### src/rtl/bus_phase_responder.sv
// Memory-side responder for the phase-multiplexed 6502 bus: rebuilds address/RW from the
// two bus phases, runs a req/ready handshake to memory and returns read data to the core.
module bus_phase_responder #(
    parameter int unsigned TIMEOUT_CYCLES = 16,
    parameter logic [7:0]  FILL_BYTE      = 8'hEA,
    parameter int unsigned RW_BIT         = 0
) (
    input  logic        clk,
    input  logic        rst,
    input  logic        phase,
    input  logic [7:0]  addr_lane,
    input  logic [7:0]  data_lane,
    output logic [7:0]  rdata_out,
    output logic        rdata_oe,
    output logic [15:0] mem_addr,
    output logic [7:0]  mem_wdata,
    output logic        mem_we,
    output logic        mem_req,
    input  logic        mem_ready,
    input  logic [7:0]  mem_rdata,
    output logic        err,
    output logic [7:0]  err_count
);

    localparam int CW = (TIMEOUT_CYCLES > 2) ? $clog2(TIMEOUT_CYCLES) : 1;

    typedef enum logic [1:0] {IDLE, HI_WAIT, REQ, RESP} state_t;

    state_t        state_q, state_d;
    logic          phase_q;
    logic [7:0]    addr_lo_q, addr_lo_d;
    logic [7:0]    addr_hi_q, addr_hi_d;
    logic          rw_q, rw_d;
    logic [7:0]    wdata_q, wdata_d;
    logic [7:0]    rdata_q, rdata_d;
    logic          req_q, req_d;
    logic          oe_q, oe_d;
    logic          err_q, err_d;
    logic [7:0]    err_count_q, err_count_d;
    logic [CW-1:0] cnt_q, cnt_d;

    logic rise, fall;
    assign rise = phase & ~phase_q;
    assign fall = ~phase & phase_q;

    always_comb begin
        state_d     = state_q;
        addr_lo_d   = addr_lo_q;
        addr_hi_d   = addr_hi_q;
        rw_d        = rw_q;
        wdata_d     = wdata_q;
        rdata_d     = rdata_q;
        req_d       = req_q;
        oe_d        = oe_q;
        err_d       = 1'b0;
        cnt_d       = cnt_q;

        case (state_q)
            IDLE, RESP: begin
                if (rise) begin
                    addr_lo_d = addr_lane;
                    rw_d      = data_lane[RW_BIT];
                    oe_d      = 1'b0;
                    state_d   = HI_WAIT;
                end
            end
            HI_WAIT: begin
                if (rise) begin
                    err_d     = 1'b1;
                    addr_lo_d = addr_lane;
                    rw_d      = data_lane[RW_BIT];
                end else if (fall) begin
                    addr_hi_d = addr_lane;
                    wdata_d   = data_lane;
                    cnt_d     = '0;
                    req_d     = 1'b1;
                    state_d   = REQ;
                end
            end
            REQ: begin
                // A new low phase mid-request aborts it; this outranks mem_ready.
                if (rise) begin
                    req_d     = 1'b0;
                    err_d     = 1'b1;
                    oe_d      = 1'b0;
                    addr_lo_d = addr_lane;
                    rw_d      = data_lane[RW_BIT];
                    state_d   = HI_WAIT;
                end else if (mem_ready) begin
                    req_d   = 1'b0;
                    oe_d    = ~rw_q;
                    if (!rw_q) rdata_d = mem_rdata;
                    state_d = RESP;
                end else if (cnt_q == CW'(TIMEOUT_CYCLES - 1)) begin
                    req_d   = 1'b0;
                    err_d   = 1'b1;
                    rdata_d = FILL_BYTE;
                    oe_d    = ~rw_q;
                    state_d = RESP;
                end else begin
                    cnt_d = cnt_q + CW'(1);
                end
            end
            default: state_d = IDLE;
        endcase

        err_count_d = (err_d && err_count_q != 8'hFF) ? err_count_q + 8'd1 : err_count_q;
    end

    always_ff @(posedge clk or posedge rst) begin
        if (rst) begin
            state_q     <= IDLE;
            phase_q     <= 1'b1;
            addr_lo_q   <= '0;
            addr_hi_q   <= '0;
            rw_q        <= 1'b0;
            wdata_q     <= '0;
            rdata_q     <= '0;
            req_q       <= 1'b0;
            oe_q        <= 1'b0;
            err_q       <= 1'b0;
            err_count_q <= '0;
            cnt_q       <= '0;
        end else begin
            state_q     <= state_d;
            phase_q     <= phase;
            addr_lo_q   <= addr_lo_d;
            addr_hi_q   <= addr_hi_d;
            rw_q        <= rw_d;
            wdata_q     <= wdata_d;
            rdata_q     <= rdata_d;
            req_q       <= req_d;
            oe_q        <= oe_d;
            err_q       <= err_d;
            err_count_q <= err_count_d;
            cnt_q       <= cnt_d;
        end
    end

    assign rdata_out = rdata_q;
    assign rdata_oe  = oe_q;
    assign mem_addr  = {addr_hi_q, addr_lo_q};
    assign mem_wdata = wdata_q;
    assign mem_we    = rw_q;
    assign mem_req   = req_q;
    assign err       = err_q;
    assign err_count = err_count_q;

endmodule
### config.mk
export PLATFORM = sky130hd
export DESIGN_NAME = bus_phase_responder
export DESIGN_NICKNAME = d
export VERILOG_FILES = /design/src/rtl/bus_phase_responder.sv
export SDC_FILE = /design/constraint.sdc
export NUM_CORES = 1
export LEC_CHECK = 0
export BUFFER_PORTS_ARGS = -buffer_cell sky130_fd_sc_hd__buf_4
export CORE_UTILIZATION = 50
export CTS_CLUSTER_SIZE = 12
export DETAILED_ROUTE_END_ITERATION = 16
export PLACE_DENSITY = 0.85
export SLEW_MARGIN = 20
export SYNTH_ARGS = -nofsm -noshare
export SYNTH_HDL_FRONTEND = slang
export SYNTH_SLANG_ARGS = --single-unit
### constraint.sdc
create_clock -name clk -period 2 [get_ports clk]
set_input_delay 0.1 -clock clk [delete_from_list [all_inputs] [get_ports clk]]
set_output_delay 0.1 -clock clk [all_outputs]
set_load 0.03 [all_outputs]
==> Word level (Yosys, flattened, before mapping) <==
Cells that the tools add are included.
{ "word_totals": {"ff_bits": 51, "output_inout_bits": 44, "elab_cells": 83} }
{ "op_classes": {"addsub": 2, "eq_ne": 14, "n_mux": 36, "bitwise": 6, "n_reduce_logical": 13} }
{ "ops": {"columns": ["operator", "count"], "rows": [
  ["8-bit 2-to-1 mux", 5],
  ["4-bit 2-to-1 mux", 5],
  ["1-bit 2-to-1 mux", 15],
  ["2-bit != test, second input constant", 7],
  ["2-bit 2-to-1 mux", 6],
  ["4-bit AND reduction", 3],
  ["8-bit by 1-bit adder with 8-bit output, second input constant", 1],
  ["8-bit != test, second input constant", 1],
  ["4-bit one-hot mux with 2 select lines", 1],
  ["1-bit one-hot mux with 2 select lines", 3],
  ["2-bit one-hot mux with 3 select lines", 1],
  ["3-bit AND reduction", 2],
  ["6-bit AND reduction", 1],
  ["2-bit nonzero test", 3],
  ["4-bit by 1-bit adder with 4-bit output, second input constant", 1],
  ["2-bit equality test, second input constant", 2],
  ["4-bit equality test, second input constant", 1],
  ["4-bit != test, second input constant", 1],
  ["1-bit inverter", 4],
  ["4-bit OR reduction", 1],
  ["1-bit AND", 2],
  ["2-bit by 1-bit equality test with 1-bit output, second input constant", 1],
  ["2-bit zero test", 1],
  ["2-bit by 1-bit != test with 1-bit output, second input constant", 1],
  ["other kinds (2)", 2]
]} }

==> Depth between registers and ports, before layout <==
{ "logic_depth": {"word_depth": 6, "mapped_depth": 8, "ltp_nobuf": 6} }

==> Worst setup path before layout <==
No wires, ideal clock.
{ "synth_path": {"path_kind": "reg2reg", "start": "register state_q[1]", "end": "register err_count_q[1], in the netlist err_count[1]", "setup_ns": 0.125, "arrival_ns": 1.596, "t_required_ns": 1.875, "setup_slack_ns": 0.279, "stages_incl_launch_ff": 9, "synth_period_minus_slack_ns": 1.721, "cell_sequence": "dfrtp_1 > inv_1 > ha_1 > buf_2 > o21a_1 > a32o_1 > buf_6 > nand2_4 > mux2_4"} }
{ "synth_via": {"elab_chain_len": 3, "word_cells_on_any_way": 4} }
{ "synth_rtl": {"columns": ["element", "line", "source"], "rows": [
  ["start, declared", "29", "state_t state_q, state_d;"],
  ["start signal, assigned", "125", "state_q <= state_d;"],
  ["2-bit equality test / 2-bit by 1-bit equality test with 1-bit output (equally long branches)", "58", "case (state_q)"],
  ["1-bit one-hot mux with 2 select lines (*)", "58", null],
  ["named net err_d", "38", "logic err_q, err_d;"],
  ["1-bit logical AND (*)", "107", "err_count_d = (err_d && err_count_q != 8'hFF) ? err_count_q + 8'd1 : err_count_q;"],
  ["end signal, assigned", "135", "err_count_q <= err_count_d;"],
  ["end, declared", "39", "logic [7:0] err_count_q, err_count_d;"]
]} }
Mark *: on every way through the listed nets, which the timed path passes. The rest lies on a longest branch.
A chain may end at the register's enable or synchronous reset.

==> Worst setup path in the final report <==
{ "layout_path": {"start": "register state_q[0]", "end": "register rdata_q[1], in the netlist rdata_out[1]"} }
{ "layout_via": {"elab_chain_len": 2} }
{ "layout_rtl": {"columns": ["element", "line", "source"], "rows": [
  ["2-bit equality test", "58", null],
  ["4-bit AND reduction (no line)", null, null],
  ["end signal, assigned", "131", "rdata_q <= rdata_d;"],
  ["end, declared", "35", "logic [7:0] rdata_q, rdata_d;"]
]} }
No other way between the ends.

==> Implementation_results.wiki <==
{| class="wikitable"
! Metric !! Value
|-
| Run status || finished, final reports clean
|-
| Startpoint type of the worst setup path || flip-flop
|-
| N_diodes || 0
|-
| RSZ-0062 raised after global routing || false
|-
| Total length of routed wires || 4.954 mm
|-
| Routing layer with the top usage in global route || met2
|-
| Initial antenna violation count || 0
|-
| Maximum clock frequency || 541.3 MHz
|-
| Final clock skew || 9.063 ps
|-
| Proportion of synthesized area in mux cells || 14.61%
|-
| Synth Area in Simple Gates || 11.63%
|-
| Average wire per cell in the routed design || 15.58 um
|-
| Maximum number of pins on one net before global-route repair || 29
|-
| Total vias in the final route || 1722
|-
| Global routing usage summed across all routing layers || 21.36%
|-
| Kind of path behind the tightest hold check || in -> reg
|-
| Slew Viols, Final || 0
|-
| Power per Cell Area || 1614 nW/um2
|-
| Area Overhead vs Synth || 33.17%
|-
| Flops & latches, synth || 51
|-
| Commonest cells after routing, fill and taps aside || sky130_fd_sc_hd__buf_4, sky130_fd_sc_hd__dfrtp_1, sky130_fd_sc_hd__mux2_2
|-
| Primary flip-flop cell chosen by synthesis mapping || sky130_fd_sc_hd__dfrtp_1
|-
| Worst IR Drop VDD || 0.9418 mV
|-
| Most frequent standard cell in the layout excluding fill and tap cells || sky130_fd_sc_hd__buf_4
|-
| Wire length of the first global-routing pass || 8.190 mm
|-
| Switching component of the power || 0.002089 W
|-
| Core area || 4414 um2
|-
| Int Pwr || 0.002882 W
|-
| Total number of yosys warnings || 0
|-
| Worst Setup End Kind || flip-flop
|-
| Number of buffers inserted during clock tree synthesis || 5
|-
| Arrival time at the worst endpoint || 2030 ps
|-
| Number of unique standard cell types used by synthesis || 45
|-
| Count of flip-flops with a built-in enable after synthesis || 0
|-
| Comb pwr share || 53.0%
|-
| Relative slew margins || 64.17%
|-
| Worst Hold Margin || 22.90 ps
|-
| Fraction of the mapped netlist area in adder cells || 3.788%
|-
| Leakage power figure || 1.484 nW
|-
| Finish-stage setup viols || 0
|-
| Synth Area in XOR/XNOR || 1.894%
|-
| Met1 track demand over resource in global routing || 25.97%
|-
| Final setup TNS || 0 ps
|-
| Portion of the post-synthesis area used by sequential elements || 55.25%
|-
| Post-layout minimum cycle time || 1848 ps
|-
| Die ar. || 4901 um2
|-
| CTS clock-pin slew for the worst setup and hold paths || 90 ps
|-
| Switching share of total power || 42.02%
|-
| HPWL after DPL || 3.702 mm
|-
| TritonCTS clock tree || yes
|-
| Buffers from clock root to sink, at most || 2
|-
| Clock share of power || 12.3%
|-
| Mean Syn Cell Area || 12.70 um2
|-
| Die Height || 70.01 um
|-
| Final weighted congestion in routability-driven placement || 0.8484
|-
| CTS Root Cell || sky130_fd_sc_hd__clkbuf_8
|-
| Sink Count || 51
|-
| Final net count || 300
|-
| Part of the power in registers || 34.6%
|-
| Setup CP Type || reg -> reg
|-
| Global route overflow || 0
|-
| Average vias per placed instance || 5.415
|-
| Met2 track demand over resource in global routing || 37.50%
|-
| Starting utilization of the core area || 52.38%
|-
| Vias in the first global route || 1782
|-
| Max-Cap Viols || 0
|-
| Worst Path Max Fanout || 6
|-
| Fraction of the cycle the final worst path needs || 92.38%
|-
| Data required, critical path || 2190 ps
|-
| Clock H-tree levels || 2
|-
| Net count after synthesis || 217
|-
| Largest family of logic cells by synthesized area || multiplexers
|-
| Slew @ Worst Pin || 536.7 ps
|-
| Remaining routing DRC violations || 0
|-
| Number of violations reported at the end of detailed-routing iteration 0 || 116
|-
| I/O pin cnt || 72
|-
| Post-DRT Antenna Nets || 0
|-
| Router iterations before antenna repair || 4
|-
| Gate count after technology mapping || 182
|-
| Share of post-route cells with drive strength above 1 || 45.86%
|-
| Count of standard-cell rows || 24
|-
| Final Hold Fails || 0
|-
| Width of the die || 70.01 um
|-
| Worst-Skew Late Latency || 300 ps
|-
| Ys async rst share || 100.0%
|-
| Netlist area before placement || 2312 um2
|-
| Global routing usage on met3 || 4.906%
|-
| Number of input and output port buffers inserted || 71
|-
| Compound-gate portion of the synthesized area || 10.61%
|}
sequential cells by signal, summed over array words and instances (netlist names):
name       count
state_q        2
phase_q        1
addr_lo_q      8
err_count      8
err            1
rdata_out      8
addr_hi_q      8
rdata_oe       1
mem_we         1
cnt_q          4
mem_wdata      8
mem_req        1
logic make-up (layout without fill, tap and decap cells):
family / after synthesis / in the layout
flops: 51 / 51
buf+inv: 10 / 94
xor+xnor: 5 / 5
compound gates: 33 / 33
mux: 30 / 30
fa+ha+maj: 7 / 7
simple gates: 46 / 46
final timing paths:
path | startpoint | end | slack, ps | cells after the start
max | state_q[0] | rdata_out[1] | 150 | 7
min | data_lane[2] | mem_wdata[2] | 20 | 2
max reg2reg | state_q[0] | rdata_out[1] | 150 | 7
min reg2reg | rdata_out[7] | rdata_out[7] | 500 | 1
max in group asynchronous | rst | phase_q | 1010 | 4
min in group asynchronous | rst | state_q[1] | 400 | 3
critical path, stage by stage (launching register included):
cell,delay [ps]
sky130_fd_sc_hd__dfrtp_1,430
sky130_fd_sc_hd__inv_1,120
sky130_fd_sc_hd__ha_1,270
sky130_fd_sc_hd__buf_4,190
sky130_fd_sc_hd__inv_1,60
sky130_fd_sc_hd__nor2_1,230
sky130_fd_sc_hd__nand2_1,200
sky130_fd_sc_hd__o22a_1,240
final cells by class:
class                           instances  area, um2
Clock buffer                            7      86.33
Clock inverter                          1      8.758
Fill cell                             326       1335
Inverter                                5      18.77
Multi-Input combinational cell        121      984.7
Sequential cell                        51       1277
Tap cell                               52      65.06
Timing Repair Buffer                   81      638.1
synth_stat cells, types with 2 or more instances:
cell type	n	area share, %
sky130_fd_sc_hd__a21oi_1	3	0.65
sky130_fd_sc_hd__nor2b_1	6	1.6
sky130_fd_sc_hd__o21ai_0	7	1.5
sky130_fd_sc_hd__inv_1	5	0.81
sky130_fd_sc_hd__and3_1	5	1.4
sky130_fd_sc_hd__nor2_1	5	0.81
sky130_fd_sc_hd__nand2b_1	2	0.54
sky130_fd_sc_hd__a32o_1	2	0.87
sky130_fd_sc_hd__a31oi_1	3	0.81
sky130_fd_sc_hd__xnor2_1	4	1.5
sky130_fd_sc_hd__buf_2	2	0.43
sky130_fd_sc_hd__nand2_1	10	1.6
sky130_fd_sc_hd__o221ai_1	2	0.76
sky130_fd_sc_hd__o22a_1	5	1.9
sky130_fd_sc_hd__mux2_2	26	13
sky130_fd_sc_hd__nand3_1	5	1.1
sky130_fd_sc_hd__mux2i_1	3	1.3
sky130_fd_sc_hd__nand3b_1	2	0.65
sky130_fd_sc_hd__dfrtp_1	50	54
sky130_fd_sc_hd__o21a_1	2	0.65
sky130_fd_sc_hd__ha_1	7	3.8
sky130_fd_sc_hd__nand4_1	3	0.81
power groups by stage:
stage                     registers [W]  clock network, W  logic, W
after floorplan                 0.00248                 0  0.000904
after global placement          0.00171                 0   0.00260
after detailed placement        0.00174                 0   0.00265
after CTS                       0.00172          0.000628   0.00266
after global routing            0.00177          0.000658   0.00280
final                           0.00172          0.000614   0.00264
layer usage:
layer	vias up	wire, um
met1	852	2073
met4	0	61
li1	823	-
met3	7	180
met2	40	2639
met5	-	0
through the flow:
step,total power (W),utilization [%],cells,cell area (um2),setup slack (ps)
2_1_floorplan,0.003381,-,182,2312,278.9
3_3_place_gp,0.004308,67.12,308,2963,227.5
3_5_place_dp,0.004389,67.12,308,2963,136.3
4_1_cts,0.005007,69.73,318,3078,113.8
5_1_grt,0.005229,69.76,318,3079,21.98
6_report,0.004971,69.76,318,3079,152.4
repair_timing:
action | in CTS | in global routing
buffers inserted | 0 | 0
endpoints found under the hold margin | 24 | 0
resized for setup | 0 | 1
setup endpoints to repair | 0 | 3
hold buffers | 2 | 0
No activity file was read; power rests on OpenSTA's default activity.
